### config.mk
export PLATFORM = sky130hd
export DESIGN_NAME = zpulse_counter_glyph_streamer
export DESIGN_NICKNAME = d
export VERILOG_FILES = /design/src/rtl/zpulse_counter_pkg.sv /design/src/rtl/zpulse_counter_glyph_streamer_serializer.sv /design/src/rtl/zpulse_counter_glyph_streamer.sv
export SDC_FILE = /design/constraint.sdc
export NUM_CORES = 1
export LEC_CHECK = 0
export ABC_AREA = 1
export CAP_MARGIN = 40
export CORE_AREA = 2 2 63 77
export DETAILED_ROUTE_END_ITERATION = 7
export DIE_AREA = 0 0 65 79
export PLACE_DENSITY = 0.82
export RECOVER_POWER = 100
export SLEW_MARGIN = 20
export SYNTH_ARGS = -nofsm -noshare
export SYNTH_HDL_FRONTEND = slang
export SYNTH_SLANG_ARGS = --single-unit
### constraint.sdc
create_clock -name clk_i -period 2.9 [get_ports clk_i]
set_clock_uncertainty 0.15 [all_clocks]
set_input_delay 0.29 -clock clk_i [delete_from_list [all_inputs] [get_ports clk_i]]
set_output_delay 0.29 -clock clk_i [all_outputs]
set_load 0.01 [all_outputs]
### src/rtl/zpulse_counter_pkg.sv
// Shared definitions for the pulse-counter glyph streamer: FSM encoding,
// glyph geometry, font ROM layout and RGB565 colours.
package zpulse_counter_pkg;

    typedef enum logic [2:0] {
        StIdle,
        StSel,
        StReq,
        StWait,
        StShift,
        StDone
    } state_e;

    localparam int unsigned NumDigits   = 8;
    // 12x24 packed bitmap: 288 pixels = 36 bytes, glyphs packed back to back
    localparam int unsigned GlyphStride = 36;
    localparam int unsigned GlyphBytes  = GlyphStride;
    localparam int unsigned RomAw       = 11;
    localparam logic [10:0] ZeroBase    = 11'd1024;
    localparam logic [15:0] FgColor     = 16'hFFFF;
    localparam logic [15:0] BgColor     = 16'h0000;

    // Map one bitmap bit to its RGB565 colour.
    function automatic logic [15:0] pixel_color(input logic bit_set,
                                                input logic [15:0] fg,
                                                input logic [15:0] bg);
        return bit_set ? fg : bg;
    endfunction

endpackage

### src/rtl/zpulse_counter_glyph_streamer_serializer.sv
// Glyph byte serialiser: holds one font byte, emits it MSB-first as RGB565
// pixels on a valid/ready stream, and flags when bit 0 has been accepted.
module zpulse_glyph_serializer
    import zpulse_counter_pkg::*;
#(
    parameter logic [15:0] FG_COLOR = FgColor,
    parameter logic [15:0] BG_COLOR = BgColor
) (
    input  logic        clk_i,
    input  logic        rst_i,
    input  logic        load_i,
    input  logic [7:0]  data_i,
    input  logic        blank_i,
    input  logic        last_byte_i,
    input  logic        pix_ready_i,
    output logic        pix_valid_o,
    output logic [15:0] pix_data_o,
    output logic        pix_last_o,
    output logic        byte_done_o
);

    logic [7:0] shift_q, shift_d;
    logic [2:0] bit_q, bit_d;
    logic       valid_q, valid_d;
    logic       blank_q, blank_d;
    logic       last_q, last_d;
    logic       accept;

    assign accept = valid_q & pix_ready_i;

    // Load a fresh byte, or advance one bit per accepted pixel.
    always_comb begin
        shift_d = shift_q;
        bit_d   = bit_q;
        valid_d = valid_q;
        blank_d = blank_q;
        last_d  = last_q;
        if (load_i) begin
            shift_d = data_i;
            bit_d   = 3'd7;
            valid_d = 1'b1;
            blank_d = blank_i;
            last_d  = last_byte_i;
        end else if (accept) begin
            if (bit_q == 3'd0) begin
                valid_d = 1'b0;
            end else begin
                shift_d = {shift_q[6:0], 1'b0};
                bit_d   = bit_q - 3'd1;
            end
        end
    end

    // Serialiser state register with synchronous reset.
    always_ff @(posedge clk_i) begin
        if (rst_i) begin
            shift_q <= 8'd0;
            bit_q   <= 3'd0;
            valid_q <= 1'b0;
            blank_q <= 1'b0;
            last_q  <= 1'b0;
        end else begin
            shift_q <= shift_d;
            bit_q   <= bit_d;
            valid_q <= valid_d;
            blank_q <= blank_d;
            last_q  <= last_d;
        end
    end

    // Outputs come straight from registers, so they hold steady during a stall.
    assign pix_valid_o = valid_q;
    assign pix_data_o  = valid_q ? pixel_color(shift_q[7] & ~blank_q, FG_COLOR, BG_COLOR)
                                 : BG_COLOR;
    assign pix_last_o  = valid_q & last_q & (bit_q == 3'd0);
    assign byte_done_o = accept & (bit_q == 3'd0);

endmodule

### src/rtl/zpulse_counter_glyph_streamer.sv
// Pulse-counter glyph streamer: walks the digit mux MSB to LSB, fetches each
// glyph's bytes from the font ROM and streams them as RGB565 pixels.
// Optional build macro ZPC_LEADING_ZERO_BLANK_EN renders leading '0' digits
// (never the last one) in the background colour.
module zpulse_counter_glyph_streamer
    import zpulse_counter_pkg::*;
#(
    parameter int unsigned        NUM_DIGITS  = NumDigits,
    parameter int unsigned        GLYPH_BYTES = GlyphBytes,
    parameter int unsigned        ROM_AW      = RomAw,
    parameter logic [15:0]        FG_COLOR    = FgColor,
    parameter logic [15:0]        BG_COLOR    = BgColor,
    parameter logic [ROM_AW-1:0]  ZERO_BASE   = ROM_AW'(ZeroBase)
) (
    input  logic              clk_i,
    input  logic              rst_i,
    input  logic              start_i,
    output logic              busy_o,
    output logic              done_o,
    output logic [3:0]        digit_sel_o,
    input  logic [ROM_AW-1:0] glyph_base_i,
    output logic [ROM_AW-1:0] rom_addr_o,
    output logic              rom_en_o,
    input  logic [7:0]        rom_data_i,
    output logic              pix_valid_o,
    input  logic              pix_ready_i,
    output logic [15:0]       pix_data_o,
    output logic              pix_last_o
);

`ifdef ZPC_LEADING_ZERO_BLANK_EN
    localparam bit BlankEn = 1'b1;
`else
    localparam bit BlankEn = 1'b0;
`endif

    localparam int unsigned ByteW = $clog2(GLYPH_BYTES);

    state_e            state_q, state_d;
    logic [3:0]        digit_q, digit_d;
    logic [ByteW-1:0]  byte_q, byte_d;
    logic [ROM_AW-1:0] base_q, base_d;
    logic              blank_q, blank_d;
    // Still inside the leading run of blanked digits
    logic              run_q, run_d;

    logic              last_digit;
    logic              last_byte;
    logic              sel_blank;
    logic              byte_done;

    assign last_digit = (digit_q == 4'(NUM_DIGITS - 1));
    assign last_byte  = (byte_q == ByteW'(GLYPH_BYTES - 1));
    assign sel_blank  = BlankEn & run_q & (glyph_base_i == ZERO_BASE) & ~last_digit;

    // Next-state logic for digit/byte sequencing.
    always_comb begin
        state_d = state_q;
        digit_d = digit_q;
        byte_d  = byte_q;
        base_d  = base_q;
        blank_d = blank_q;
        run_d   = run_q;
        unique case (state_q)
            StIdle: begin
                if (start_i) begin
                    state_d = StSel;
                    digit_d = 4'd0;
                    run_d   = 1'b1;
                end
            end
            StSel: begin
                base_d  = glyph_base_i;
                byte_d  = '0;
                blank_d = sel_blank;
                run_d   = sel_blank;
                state_d = StReq;
            end
            StReq:  state_d = StWait;
            StWait: state_d = StShift;
            StShift: begin
                if (byte_done) begin
                    if (!last_byte) begin
                        byte_d  = byte_q + ByteW'(1);
                        state_d = StReq;
                    end else if (!last_digit) begin
                        digit_d = digit_q + 4'd1;
                        state_d = StSel;
                    end else begin
                        state_d = StDone;
                    end
                end
            end
            StDone:  state_d = StIdle;
            default: state_d = StIdle;
        endcase
    end

    // Sequencer state register with synchronous reset.
    always_ff @(posedge clk_i) begin
        if (rst_i) begin
            state_q <= StIdle;
            digit_q <= 4'd0;
            byte_q  <= '0;
            base_q  <= '0;
            blank_q <= 1'b0;
            run_q   <= 1'b0;
        end else begin
            state_q <= state_d;
            digit_q <= digit_d;
            byte_q  <= byte_d;
            base_q  <= base_d;
            blank_q <= blank_d;
            run_q   <= run_d;
        end
    end

    assign busy_o      = (state_q == StSel) | (state_q == StReq) |
                         (state_q == StWait) | (state_q == StShift);
    assign done_o      = (state_q == StDone);
    assign digit_sel_o = digit_q;
    assign rom_en_o    = (state_q == StReq);
    // Address arithmetic wraps at the ROM size
    assign rom_addr_o  = base_q + ROM_AW'(byte_q);

    zpulse_glyph_serializer #(
        .FG_COLOR (FG_COLOR),
        .BG_COLOR (BG_COLOR)
    ) u_serializer (
        .clk_i       (clk_i),
        .rst_i       (rst_i),
        .load_i      (state_q == StWait),
        .data_i      (rom_data_i),
        .blank_i     (blank_q),
        .last_byte_i (last_digit & last_byte),
        .pix_ready_i (pix_ready_i),
        .pix_valid_o (pix_valid_o),
        .pix_data_o  (pix_data_o),
        .pix_last_o  (pix_last_o),
        .byte_done_o (byte_done)
    );

endmodule

==> results by stage, run 1 <==
Run status:
- The run finished with clean final reports.

Yosys:
- The number of nets in the synthesized netlist is 338.
- The cell count after synthesis came out at 304.
- The most frequent cell after synthesis is sky130_fd_sc_hd__nand2_1.
- The count of flip-flops with a built-in enable after synthesis is 0.
- After synthesis the cells add up to ~0.0022 mm².
- Synthesis instantiated 33 different standard cells from the library.
- The commonest cells after synthesis are sky130_fd_sc_hd__nand2_1 (67), sky130_fd_sc_hd__dfxtp_1 (37), sky130_fd_sc_hd__a21oi_1 (29), sky130_fd_sc_hd__nor2_1 (29), sky130_fd_sc_hd__inv_1 (28).
- Yosys printed 0 warnings.
- Counting flops with an async set or reset pin after synthesis yields a share of 0.
- Of the synthesized area, sequential elements account for 0.339.
- The most used flip-flop cell after synthesis is sky130_fd_sc_hd__dfxtp_1.
- Yosys attributes the largest share of cell area to sky130_fd_sc_hd__dfxtp_1 (34%), sky130_fd_sc_hd__nand2_1 (11%), sky130_fd_sc_hd__a21oi_1 (6.6%).
- Of all cell types, the one taking the most synthesized area is sky130_fd_sc_hd__dfxtp_1.
- In this run, synthesis produced a sequential element count of 37.
- In this run the mean area of a mapped cell was between 7 and 8 µm².
- Of the post-synthesis cell area, the dominant cell type holds 0.339.

Clock tree:
- The clock insertion delay at the later pin of the skew report is slightly below 300 ps.
- The tree is rooted in a sky130_fd_sc_hd__clkbuf_8.
- CTS saw 37 sinks.
- Buffers added to address setup during post-CTS repair amount to 0.
- The clock tree from TritonCTS is yes.
- The post-cts repair resize count is 0.
- After clock tree synthesis, the clock-pin slew on the worst setup and hold paths is about 70 ps.
- In this run, CTS created clock tree buffers numbering 5.
- The H-tree generated during clock tree synthesis spans 2 levels.
- The maximum buffer depth of the clock tree is 2.
- The hold-fix buffer count after cts is 0.

Min path:
- The number of cells on the worst hold path is 2.
- The end of the worst hold path is base_q[0]$_SDFFE_PP0P_.
- In this run the most critical hold path is launched from base_q[0]$_SDFFE_PP0P_.
- The classification of the worst-slack hold path is reg2reg.

Global routing:
- Entering global routing, the biggest net connects 25 pins.
- Summed over all layers, the global routing overflow is 0.
- The number of global-route vias before repair is between 1500 and 2000.
- The combined global-route utilization of all metal layers is 0.197.
- The first global-routing pass estimated between 8000 and 9000 µm of wire.
- The number of antenna violations at the first check in global routing is 0.

Critical path:
- The required time at the worst-slack endpoint is between 2000 and 2500 ps.
- The setup slack on the worst flop-to-flop path is around 570 ps.
- The startpoint-to-endpoint class of the critical path is reg2out.
- The peak fanout along the critical path is 5.
- The critical path goes through ha_1, fa_2, nand3_1, nand3_1, nand2_1, a21oi_2, nand2_1, nand2_1, nand2_1, clkdlybuf4s50_1.
- The endpoint type of the worst setup path is an output pin.
- The worst flop-to-flop path startpoint is state_q[2]$_SDFFE_PP0P_.
- Measured in cells, the most critical reg-to-reg path has a length of 8.
- The worst register-to-register path ends at u_serializer.shift_q[2]$_SDFFE_PP0P_.
- For this design, the slowest cell found on the critical path is sky130_fd_sc_hd__clkdlybuf4s50_1.
- In this design, the stage delay of the slowest critical-path cell is 520 ps.
- By instance count, the cell type seen most on the critical path is sky130_fd_sc_hd__nand2_1.
- STA classifies the critical path startpoint as a flip-flop.
- The arrival time of data at the critical path endpoint is approximately 2300 ps.

Pwr:
- The maximum vdd drop is just under 0.0003 V.
- The post-route total power is ~1.2 mW.
- For this design the ratio of total power to cell area is 430 mW/mm².
- The analysis attributes to cell leakage a power of 1.24 nW.

Floorplan:
- In this run the horizontal extent of the chip is ~65 µm.
- In this run the core area contains 27 standard-cell rows.
- The die area is about 0.0051 mm².
- The core region area is 0.00443 mm².
- approximately 60 I/O pins were placed.
- The initial utilization of the core area, before any placement, comes to 0.494.
- The die is between 70 and 80 µm tall.

Placement:
- The total placed instance area is around 0.0027 mm².
- The placed wire-length estimate after detailed placement is around 3500 µm.
- At the end of routability-driven placement, the weighted congestion stood at 0.802.
- The count of input and output buffers is 58.

Route:
- The first routing iteration left between 70 and 80 violations.
- The via-per-instance ratio is between 4 and 5.
- Detailed routing inserted a total of 2022 vias.
- Once detail routing completed, the nets flagged for antenna violations numbered 0.
- After detailed routing, the number of remaining DRC violations is 0.
- The first detailed-routing pass took 4 iterations.
- In the final routed layout, each cell accounts on average for between 10 and 15 µm.
- The routed wire length is 4730 µm.

Timing:
- Setup repair after global routing could not meet its margin everywhere.
- After routing, the total negative slack on setup checks comes to 0 ps.
- Headroom to the max-slew limit came out at 0.373.
- The peak clock frequency supported by timing is approximately 370 MHz.
- For the finished layout, the period the worst path requires is around 2700 ps.
- The final hold violation count is 0.
- Of the available clock period, the critical path in the final layout requires 0.943.
- The final number of setup-violating endpoints is 0.
- The max-slew violation count is 0.
- The measured slew at the worst slew-check pin is ~940 ps.

Finish:
- The post-layout instance area is 0.00275 mm².
- The layout overhead on the synthesized area is 25.9%.
- Fill cells in the final layout number roughly 400.
- In the final layout, flip-flops and latches occupy 741 µm².
- The count of nets after finishing is 383.
- The area used by multi-input combinational logic is about 0.0011 mm².
- The proportion of layout cells with a drive suffix above 1 is 0.0543.
- The number of antenna repair diodes is 0.
- The share of the core filled with cells is 0.622.

Flow run:
- Across the run, the number of max-cap violations was 0.
## kinds of logic (layout without fill, tap and decap cells)
kind of cell / after synthesis / after routing / synth area share
AND/OR/NAND/NOR: 132 / 132 / 0.278
AO/OA/AOI/OAI: 61 / 61 / 0.157
buffers and inverters: 54 / 100 / 0.124
flip-flops: 37 / 37 / 0.339
adder cells (fa/ha/maj): 11 / 11 / 0.0664
XOR/XNOR: 9 / 9 / 0.0360
## report_power, final
part           switching, mW  total [mW]  internal [mW]
Clock                  0.176       0.347          0.171
Sequential            0.0315       0.575          0.543
Combinational          0.136       0.263          0.126
Total                  0.344        1.18          0.840
## worst max-delay path, delay by kind of cell (launching register included)
kind | cells | cell delay (ps)
fa+ha+maj | 2 | 590
buf+inv | 1 | 520
simple gates | 6 | 480
flops | 1 | 350
compound gates | 1 | 70
## final cells by class
type,instances,share of cell area
multi-input combinational,213,0.416
tap,58,0.0264
timing repair buffer,59,0.213
sequential,37,0.269
clock buffer,8,0.0291
inverter,33,0.0459
## registers in the layout (all words and copies together), names as in the netlist
register,cells
base_q,11
byte_q,6
u_serializer.last_q,1
state_q,3
u_serializer.pix_valid_o,1
u_serializer.shift_q,8
digit_sel_o,4
u_serializer.bit_q,3
## worst max path at each step
stage,startpoint,endpoint,slack (ps)
after global placement,byte_q[0]$_SDFFE_PP0P_,rom_addr_o[8],400
after CTS,byte_q[0]$_SDFFE_PP0P_,rom_addr_o[8],50
after detailed placement,byte_q[0]$_SDFFE_PP0P_,rom_addr_o[8],370
final,byte_q[0]$_SDFFE_PP0P_,rom_addr_o[10],160
after global routing,byte_q[0]$_SDFFE_PP0P_,rom_addr_o[10],-4
after floorplan,byte_q[0]$_SDFFE_PP0P_,rom_addr_o[6],940
## per-layer routing
| metal | track usage | vias up | routed length, µm |
|---|---|---|---|
| li1 | - | 1070 | - |
| met1 | 0.218 | 898 | 2040 |
| met2 | 0.357 | 46 | 2410 |
| met3 | 0.0482 | 8 | 191 |
| met4 | 0.0766 | 0 | 90 |
| met5 | 0 | - | 0 |
## cell usage in the layout (no fill, tap or decap), types with 4 or more instances in the layout
master,instances
sky130_fd_sc_hd__nand2_1,71
sky130_fd_sc_hd__a31oi_1,5
sky130_fd_sc_hd__ha_1,10
sky130_fd_sc_hd__a21oi_1,28
sky130_fd_sc_hd__clkbuf_1,4
sky130_fd_sc_hd__o21ai_0,17
sky130_fd_sc_hd__nor2_1,31
sky130_fd_sc_hd__dfxtp_1,37
sky130_fd_sc_hd__nand3_1,16
sky130_fd_sc_hd__a22oi_1,4
sky130_fd_sc_hd__dlygate4sd3_1,31
sky130_fd_sc_hd__clkbuf_8,5
sky130_fd_sc_hd__clkdlybuf4s50_1,25
sky130_fd_sc_hd__inv_1,29
sky130_fd_sc_hd__xor2_1,7
## stage by stage
step / std cells / setup WS [ps] / hold WS (ps)
floorplan: 304 / 944 / 277
global placement: 400 / 401 / 287
detailed placement: 400 / 372 / 297
CTS: 408 / 54.9 / 306
global route: 408 / -3.98 / 327
finish: 408 / 165 / 302
(Power assumes the default switching activity.)
==> run 2, diff against run 1 <==
Settings changed: ABC_AREA 1 to unset, PLACE_DENSITY 0.82 to 0.83.
==> results by stage, run 2 <==
Clock tree:
- The buffer cell driving the clock tree root is sky130_fd_sc_hd__clkbuf_8 (unchanged).
- The clock-pin transition on the worst setup and hold timing paths is 70 ps (about the same).
- The post-CTS setup-driven buffer insertion count is 0 (unchanged).
- The hold-fix buffer count after cts is 0 (unchanged).
- The CTS H-tree depth is 2 (unchanged).
- The clock tree from TritonCTS is yes (unchanged).
- The maximum buffer depth of the clock tree is 2 (unchanged).
- The number of clock sinks came to 37 (unchanged).
- The clock insertion delay at the later pin of the skew report is 300 ps (was 290 ps).
- The number of CTS-inserted buffers is 5 (unchanged).

Route:
- The number of iterations in the first detailed-routing pass is 4 (unchanged).
- The routed wire length is 4760 µm (was 4730 µm).
- The top layer reached by signal wires is met4 (unchanged).
- The wire length per cell after detailed routing is 13.1 µm (was 11.6 µm).
- The remaining number of nets flagged by the antenna check after routing is 0 (unchanged).
- The residual DRC count is 0 (unchanged).
- The total number of vias came to 1973 (was 2022).
- The via-per-instance ratio is 5.44 (was 4.96).
- The number of DRC markers in iteration 0 is 99 (was 79).
- The routed wire length on met3 is 226 µm (was 191 µm).
- The met1 wire length is 2060 µm (was 2040 µm).
- The sum of met2 wire segment lengths after detailed routing is 2410 µm (about the same).

Floorplan:
- The initial standard-cell utilization of the core came to 0.506 (was 0.494).
- The die boundary height is 79 µm (unchanged).
- The number of rows in the core area is 27 (unchanged).
- The die area is 0.00514 mm² (unchanged).
- The core region area is 0.00443 mm² (unchanged).
- The top-level I/O count is 59 (unchanged).
- The die span in x is 65 µm (unchanged).

Yosys:
- The most frequent cell after synthesis is sky130_fd_sc_hd__dfxtp_1 (was sky130_fd_sc_hd__nand2_1).
- Cell types occupying the most area after synthesis: sky130_fd_sc_hd__dfxtp_1 (33%), sky130_fd_sc_hd__a21oi_1 (6.0%), sky130_fd_sc_hd__nand2_1 (5.7%) (was sky130_fd_sc_hd__dfxtp_1 (34%), sky130_fd_sc_hd__nand2_1 (11%), sky130_fd_sc_hd__a21oi_1 (6.6%)).
- The most used flip-flop cell after synthesis is sky130_fd_sc_hd__dfxtp_1 (unchanged).
- Most instantiated cells after synthesis: sky130_fd_sc_hd__dfxtp_1 (37), sky130_fd_sc_hd__nand2_1 (34), sky130_fd_sc_hd__a21oi_1 (27), sky130_fd_sc_hd__nor2_1 (20), sky130_fd_sc_hd__buf_4 (15) (was sky130_fd_sc_hd__nand2_1 (67), sky130_fd_sc_hd__dfxtp_1 (37), sky130_fd_sc_hd__a21oi_1 (29), sky130_fd_sc_hd__nor2_1 (29), sky130_fd_sc_hd__inv_1 (28)).
- The total of warnings raised by yosys was 0 (unchanged).
- The share of Yosys cell area claimed by the top area cell type was 0.331 (was 0.339).
- The number of nets in the synthesized netlist was 299 (was 338).
- The cell type contributing the most total cell area after synthesis is sky130_fd_sc_hd__dfxtp_1 (unchanged).
- The netlist area before placement is 0.00224 mm² (was 0.00219 mm²).
- The number of cells produced by synthesis is 265 (was 304).
- The count of flip-flops with a built-in enable after synthesis is 0 (unchanged).
- The number of unique standard cell types used by synthesis came to 54 (was 33).
- The share of synthesized area occupied by flip-flops and latches is 0.331 (was 0.339).
- The post-synthesis async set-or-reset flop share came to 0 (unchanged).
- The post-synthesis sequential element count is 37 (unchanged).
- The mean instance size in the synthesized netlist is 8.46 µm² (was 7.19 µm²).

Min path:
- The number of cells on the worst hold path came to 2 (unchanged).
- The end of the worst hold path is u_serializer.last_q$_SDFFE_PP0P_ (was base_q[0]$_SDFFE_PP0P_).
- The critical hold path startpoint is u_serializer.last_q$_SDFFE_PP0P_ (was base_q[0]$_SDFFE_PP0P_).
- The classification of the worst-slack hold path is reg2reg (unchanged).

Placement:
- The placed wire-length estimate after detailed placement is 3490 µm (was 3510 µm).
- The placement-stage worst setup slack came to 99.1 ps (was 372 ps).
- The routability-driven placement congestion ratio is 0.716 (was 0.802).
- The count of input and output buffers was 58 (unchanged).
- The number of cells in the design after placement is 356 (was 400).

Pwr:
- The part of the power in registers is 0.502 (was 0.485).
- The relative contribution of combinational cells to total power is 0.166 (was 0.222).
- The total power density per cell area was 391 mW/mm² (was 430 mW/mm²).
- The fraction of power spent switching nets is 0.261 (was 0.291).
- The cell-internal power was 0.811 mW (was 0.840 mW).
- The switching power of the nets is 0.287 mW (was 0.344 mW).
- The leakage power figure was 1.12 nW (was 1.24 nW).
- The clock group share of total power is 0.332 (was 0.293).
- The maximum vdd drop came to 0.000333 V (was 0.000297 V).
- The post-route total power is 1.10 mW (was 1.18 mW).

Finish:
- The number of cells in the finished layout apart from fillers is 363 (was 408).
- The count of nets after finishing is 339 (was 383).
- The largest register by flop count is base_q (unchanged).
- The leading cell type in the layout, fill and taps excluded is sky130_fd_sc_hd__dfxtp_1 (was sky130_fd_sc_hd__nand2_1).
- The flip-flop count of the largest register, all copies and words added is 11 (unchanged).
- The proportion of layout cells with a drive suffix above 1 is 0.0623 (was 0.0543).
- The layout overhead on the synthesized area was 25.2% (was 25.9%).
- The share of the core filled with cells was 0.634 (was 0.622).
- Most used cells in the layout excluding fill and tap cells: sky130_fd_sc_hd__dfxtp_1 (37), sky130_fd_sc_hd__nand2_1 (34), sky130_fd_sc_hd__dlygate4sd3_1 (29) (was sky130_fd_sc_hd__nand2_1 (71), sky130_fd_sc_hd__dfxtp_1 (37), sky130_fd_sc_hd__nor2_1 (31), sky130_fd_sc_hd__dlygate4sd3_1 (31), sky130_fd_sc_hd__inv_1 (29)).
- The number of antenna repair diodes came to 0 (unchanged).
- Registers with the highest flip-flop counts: base_q: 11 flops, u_serializer.shift_q: 8 flops, byte_q: 6 flops (unchanged).

Timing:
- The clock period minus final worst setup slack was 2740 ps (about the same).
- The peak clock frequency supported by timing is 365 MHz (was 366 MHz).
- The summed negative setup slack over all endpoints is 0 ps (unchanged).
- The post-layout worst setup margin is 162 ps (was 165 ps).
- The max-slew violation count is 0 (unchanged).
- Setup repair after global routing missed its margin: false (was true).
- The measured slew at the worst slew-check pin was 957 ps (was 941 ps).
- The post-route fraction of the period consumed by the critical path is 0.944 (was 0.943).
- The final hold violation count is 0 (unchanged).
- The final number of setup-violating endpoints is 0 (unchanged).
- The worst relative slew slack is 0.353 (was 0.373).

Critical path:
- The setup slack on the worst flop-to-flop path came to 290 ps (was 570 ps).
- The launch point of the worst path is byte_q[2]$_SDFFE_PP0P_ (was byte_q[0]$_SDFFE_PP0P_).
- The peak fanout along the critical path is 6 (was 5).
- The startpoint class of the critical path is a flip-flop (unchanged).
- The depth of the most critical reg-to-reg path is 5 (was 8).
- The endpoint type of the worst setup path is an output pin (unchanged).
- The arrival time of data at the critical path endpoint is 2300 ps (about the same).
- The worst flop-to-flop path startpoint is byte_q[1]$_SDFFE_PP0P_ (was state_q[2]$_SDFFE_PP0P_).
- The required time at the worst-slack endpoint is 2460 ps (about the same).
- The destination of the worst register-to-register timing path is byte_q[2]$_SDFFE_PP0P_ (was u_serializer.shift_q[2]$_SDFFE_PP0P_).
- The startpoint-to-endpoint class of the critical path was reg2out (unchanged).

Global routing:
- The total congestion overflow is 0 (unchanged).
- The combined global-route utilization of all metal layers is 0.201 (was 0.197).
- The number of global-route vias before repair was 1837 (was 1803).
- The first-pass GRT wire length was 8200 µm (was 8020 µm).
- The pin count of the biggest net entering global routing is 23 (was 25).
- The number of antenna violations at the first check in global routing was 0 (unchanged).

Run status:
- Status: finished, final reports clean (unchanged).

Flow run:
- The total of max-cap violations was 0 (unchanged).
[run 2: changes by cell type in the layout (fill, tap and decap cells not counted), moves of 4 or more]
cell                       previous run  this run
sky130_fd_sc_hd__nor3b_1              1         5
sky130_fd_sc_hd__or3_1                0         4
sky130_fd_sc_hd__nand3_1             16         6
sky130_fd_sc_hd__o21ai_0             17         2
sky130_fd_sc_hd__nor2_1              31        20
sky130_fd_sc_hd__mux2i_1              0         8
sky130_fd_sc_hd__xnor2_1              2         7
sky130_fd_sc_hd__a211oi_1             2         9
sky130_fd_sc_hd__and2_1               0         4
sky130_fd_sc_hd__xor2_1               7         2
sky130_fd_sc_hd__nand2_1             71        34
sky130_fd_sc_hd__a22oi_1              4         0
sky130_fd_sc_hd__inv_1               29         5
[run 2: kinds of logic after synthesis]
| group | synth area share |
|---|---|
| compound gates | 0.193 |
| fa+ha+maj | 0.0648 |
| simple gates | 0.241 |
| buf+inv | 0.0843 |
| mux | 0.0508 |
| flops | 0.331 |
| xor+xnor | 0.0352 |
[run 2: critical path, stage by stage (launching register included)]
cell and delay [ps]:
sky130_fd_sc_hd__dfxtp_1 370, sky130_fd_sc_hd__ha_1 400, sky130_fd_sc_hd__nand3_1 140, sky130_fd_sc_hd__o2111ai_2 240
sky130_fd_sc_hd__a31oi_1 120, sky130_fd_sc_hd__a41oi_1 170, sky130_fd_sc_hd__clkdlybuf4s50_1 560
[run 2: area by class of cell]
| cell class | count | area (µm²) |
|---|---|---|
| Clock buffer | 7 | 86.3 |
| Fill cell | 389 | 1620 |
| Inverter | 5 | 18.8 |
| Multi-Input combinational cell | 195 | 1300 |
| Sequential cell | 37 | 741 |
| Tap cell | 58 | 72.6 |
| Timing Repair Buffer | 61 | 589 |
[run 2: worst max-delay path by stage]
stage	cells after the start	slack (ps)	to
after floorplan	5	600	rom_addr_o[8]
after global placement	7	130	rom_addr_o[10]
after detailed placement	7	100	rom_addr_o[10]
after CTS	6	70	rom_addr_o[7]
after global routing	5	30	byte_q[2]$_SDFFE_PP0P_
final	6	160	rom_addr_o[7]
[run 2: per-stage QoR]
stage,hold WS (ps),cell area (µm²)
2_1_floorplan,276,2240
3_3_place_gp,296,2750
3_5_place_dp,304,2750
4_1_cts,317,2840
5_1_grt,350,2810
6_report,319,2810
[run 2: timing repair]
item                                   CTS  global route
pin swaps                                2             0
gates resized for setup                  6             2
setup endpoints to repair                3             3
endpoints found under the hold margin    0             0
[run 2: power by group through the flow]
stage	logic (mW)	clock network (mW)	registers, mW
floorplan	0.113	0	0.554
global placement	0.191	0	0.561
detailed placement	0.195	0	0.563
CTS	0.192	0.372	0.551
global route	0.204	0.392	0.555
finish	0.182	0.364	0.551
[run 2: layer usage]
layer | global-route usage | up-vias
li1 | - | 1017
met1 | 0.235 | 908
met2 | 0.352 | 40
met3 | 0.0524 | 8
met4 | 0.0702 | 0
met5 | 0 | -
==> run 3, diff against run 2 <==
Settings changed: ABC_AREA set to 1, CELL_PAD_IN_SITES_DETAIL_PLACEMENT set to 0, CELL_PAD_IN_SITES_GLOBAL_PLACEMENT set to 1, CORE_AREA 2 2 63 77 to 2 2 74 90, DIE_AREA 0 0 65 79 to 0 0 76 92, PLACE_DENSITY 0.83 to unset, PLACE_DENSITY_LB_ADDON set to 0.1.
==> results by stage, run 3 (synthesized netlist as in run 1, its figures left out) <==
Timing:
- The worst relative slew slack is 0.337 (was 0.353).
- The final number of setup-violating endpoints is 0 (unchanged).
- Setup repair after global routing missed its margin: false (unchanged).
- The final hold violation count is 0 (unchanged).
- The summed negative setup slack over all endpoints is 0 ps (unchanged).
- The max-slew violation count is 0 (unchanged).
- The clock period minus final worst setup slack was 2710 ps (was 2740 ps).
- The peak clock frequency supported by timing is 370 MHz (was 365 MHz).
- The post-route fraction of the period consumed by the critical path was 0.933 (was 0.944).
- The measured slew at the worst slew-check pin is 992 ps (was 957 ps).

Min path:
- The number of cells on the worst hold path was 2 (unchanged).
- The critical hold path startpoint is base_q[5]$_SDFFE_PP0P_ (was u_serializer.last_q$_SDFFE_PP0P_).
- The classification of the worst-slack hold path is reg2reg (unchanged).
- The end of the worst hold path is base_q[5]$_SDFFE_PP0P_ (was u_serializer.last_q$_SDFFE_PP0P_).

Critical path:
- The worst flop-to-flop path startpoint is state_q[2]$_SDFFE_PP0P_ (was byte_q[1]$_SDFFE_PP0P_).
- The setup slack on the worst flop-to-flop path is 480 ps (was 290 ps).
- The required time at the worst-slack endpoint is 2460 ps (about the same).
- The peak fanout along the critical path came to 5 (was 6).
- The startpoint-to-endpoint class of the critical path is reg2out (unchanged).
- The destination of the worst register-to-register timing path is u_serializer.shift_q[6]$_SDFFE_PP0P_ (was byte_q[2]$_SDFFE_PP0P_).
- The launch point of the worst path was byte_q[0]$_SDFFE_PP0P_ (was byte_q[2]$_SDFFE_PP0P_).
- The depth of the most critical reg-to-reg path was 8 (was 5).
- The arrival time of data at the critical path endpoint is 2270 ps (was 2300 ps).
- The startpoint class of the critical path is a flip-flop (unchanged).
- The endpoint type of the worst setup path is an output pin (unchanged).

Finish:
- The leading cell type in the layout, fill and taps excluded is sky130_fd_sc_hd__nand2_1 (was sky130_fd_sc_hd__dfxtp_1).
- The largest register by flop count was base_q (unchanged).
- The proportion of layout cells with a drive suffix above 1 came to 0.0657 (was 0.0623).
- The area used by multi-input combinational logic is 0.00115 mm² (was 0.00130 mm²).
- The count of nets after finishing is 384 (was 339).
- Registers with the highest flip-flop counts: base_q: 11 flops, u_serializer.shift_q: 8 flops, byte_q: 6 flops (unchanged).
- The number of antenna repair diodes is 0 (unchanged).
- The sequential cell area in the final layout is 742 µm² (was 741 µm²).
- The flip-flop count of the largest register, all copies and words added is 11 (unchanged).
- The layout overhead on the synthesized area is 28.4% (was 25.2%).
- The count of filler cells inserted in the layout was 683 (was 389).
- Most used cells in the layout excluding fill and tap cells: sky130_fd_sc_hd__nand2_1 (71), sky130_fd_sc_hd__dfxtp_1 (36), sky130_fd_sc_hd__nor2_1 (32), sky130_fd_sc_hd__dlygate4sd3_1 (32), sky130_fd_sc_hd__inv_1 (31) (was sky130_fd_sc_hd__dfxtp_1 (37), sky130_fd_sc_hd__nand2_1 (34), sky130_fd_sc_hd__dlygate4sd3_1 (29)).

Pwr:
- The maximum vdd drop is 0.000265 V (was 0.000333 V).
- The post-route total power is 1.20 mW (was 1.10 mW).
- The total power density per cell area was 428 mW/mm² (was 391 mW/mm²).
- The leakage power figure is 1.27 nW (was 1.12 nW).

Clock tree:
- The clock-pin transition on the worst setup and hold timing paths was 70 ps (about the same).
- The clock tree from TritonCTS is yes (unchanged).
- The CTS H-tree depth is 2 (unchanged).
- The number of clock sinks is 37 (unchanged).
- The buffer cell driving the clock tree root is sky130_fd_sc_hd__clkbuf_8 (unchanged).
- The post-CTS setup-driven buffer insertion count came to 0 (unchanged).
- The number of CTS-inserted buffers is 5 (unchanged).
- The clock insertion delay at the later pin of the skew report is 290 ps (was 300 ps).
- The maximum buffer depth of the clock tree came to 2 (unchanged).

Route:
- The number of iterations in the first detailed-routing pass is 4 (unchanged).
- The remaining number of nets flagged by the antenna check after routing came to 0 (unchanged).
- The residual DRC count is 0 (unchanged).
- The wire length per cell after detailed routing was 11.3 µm (was 13.1 µm).
- The total number of vias is 1981 (was 1973).
- The via-per-instance ratio came to 4.55 (was 5.44).
- The number of DRC markers in iteration 0 is 65 (was 99).
- The routed wire length was 4910 µm (was 4760 µm).

Global routing:
- The total congestion overflow is 0 (unchanged).
- The pin count of the biggest net entering global routing is 24 (was 23).
- The combined global-route utilization of all metal layers is 0.146 (was 0.201).
- The number of antenna violations at the first check in global routing is 0 (unchanged).
- The number of global-route vias before repair is 1840 (was 1837).
- The first-pass GRT wire length is 8360 µm (was 8200 µm).

Placement:
- The count of input and output buffers is 58 (unchanged).
- The routability-driven placement congestion ratio came to 0.786 (was 0.716).
- The placed wire-length estimate after detailed placement is 3710 µm (was 3490 µm).

Floorplan:
- The initial standard-cell utilization of the core came to 0.352 (was 0.506).
- The core region area is 0.00621 mm² (was 0.00443 mm²).
- The top-level I/O count was 59 (unchanged).
- The die span in x is 76 µm (was 65 µm).
- The number of rows in the core area is 32 (was 27).
- The die area is 0.00699 mm² (was 0.00514 mm²).
- The die boundary height was 92 µm (was 79 µm).

Run status:
- Status: finished, final reports clean (unchanged).

Flow run:
- The total of max-cap violations came to 0 (unchanged).
run 3: cell count changes in the layout (fill, tap and decap cells not counted), sizes merged, moves of 5 or more:
cell    change
a211oi      -8
nand3      +10
nor2       +14
mux2i       -8
and2        -6
inv        +27
xor2        +5
o21ai      +16
nand2      +40
xnor2       -5
run 3: worst max-delay path, stage by stage, from the launching register on:
cell and delay, ps:
sky130_fd_sc_hd__dfxtp_2 350, sky130_fd_sc_hd__ha_1 230, sky130_fd_sc_hd__fa_2 360, sky130_fd_sc_hd__nand3_1 110
sky130_fd_sc_hd__nand3_2 100, sky130_fd_sc_hd__nand2_1 90, sky130_fd_sc_hd__a21oi_2 70, sky130_fd_sc_hd__nand2_1 60
sky130_fd_sc_hd__nand2_1 40, sky130_fd_sc_hd__nand2_1 50, sky130_fd_sc_hd__clkdlybuf4s50_1 520
run 3: final cells by class:
class,count,share of cell area
multi-input combinational,213,0.409
sequential,37,0.264
timing repair buffer,60,0.213
inverter,33,0.0450
tap,85,0.0379
clock buffer,7,0.0307
run 3: routing by layer:
metal / share of wire / global-route usage / wire length (µm) / vias to the layer above
met5: 0 / 0 / 0 / -
met4: 0.013 / 0.0455 / 65 / 0
met3: 0.032 / 0.0305 / 159 / 5
met2: 0.51 / 0.275 / 2490 / 27
met1: 0.45 / 0.164 / 2190 / 884
li1: - / - / - / 1065
run 3: repair_timing:
item / CTS / global route
endpoints found under the setup margin: 0 / 3
resized for setup: 0 / 5
hold buffers: 0 / 0
run 3: through the flow:
stage | instance area (µm²) | utilization | std cells | hold slack [ps] | worst slack (ps)
2_1_floorplan | 2190 | - | 304 | 277 | 944
3_3_place_gp | 2740 | 0.442 | 428 | 287 | 364
3_5_place_dp | 2740 | 0.442 | 428 | 298 | 342
4_1_cts | 2830 | 0.456 | 435 | 308 | 21.2
5_1_grt | 2810 | 0.452 | 435 | 329 | 33.2
6_report | 2810 | 0.452 | 435 | 305 | 194
run 3: how the worst max path moves through the flow:
stage	depth (start not counted)	slack [ps]	to
floorplan	7	940	rom_addr_o[6]
global placement	8	360	rom_addr_o[8]
detailed placement	8	340	rom_addr_o[8]
CTS	8	20	rom_addr_o[8]
global route	10	30	rom_addr_o[10]
finish	10	190	rom_addr_o[10]
run 3: power by group:
| part | leakage [nW] | total [mW] | switching, mW | internal [mW] |
|---|---|---|---|---|
| registers | 0.302 | 0.574 | 0.0307 | 0.543 |
| clock network | 0.0443 | 0.366 | 0.177 | 0.189 |
| logic | 0.922 | 0.261 | 0.133 | 0.128 |
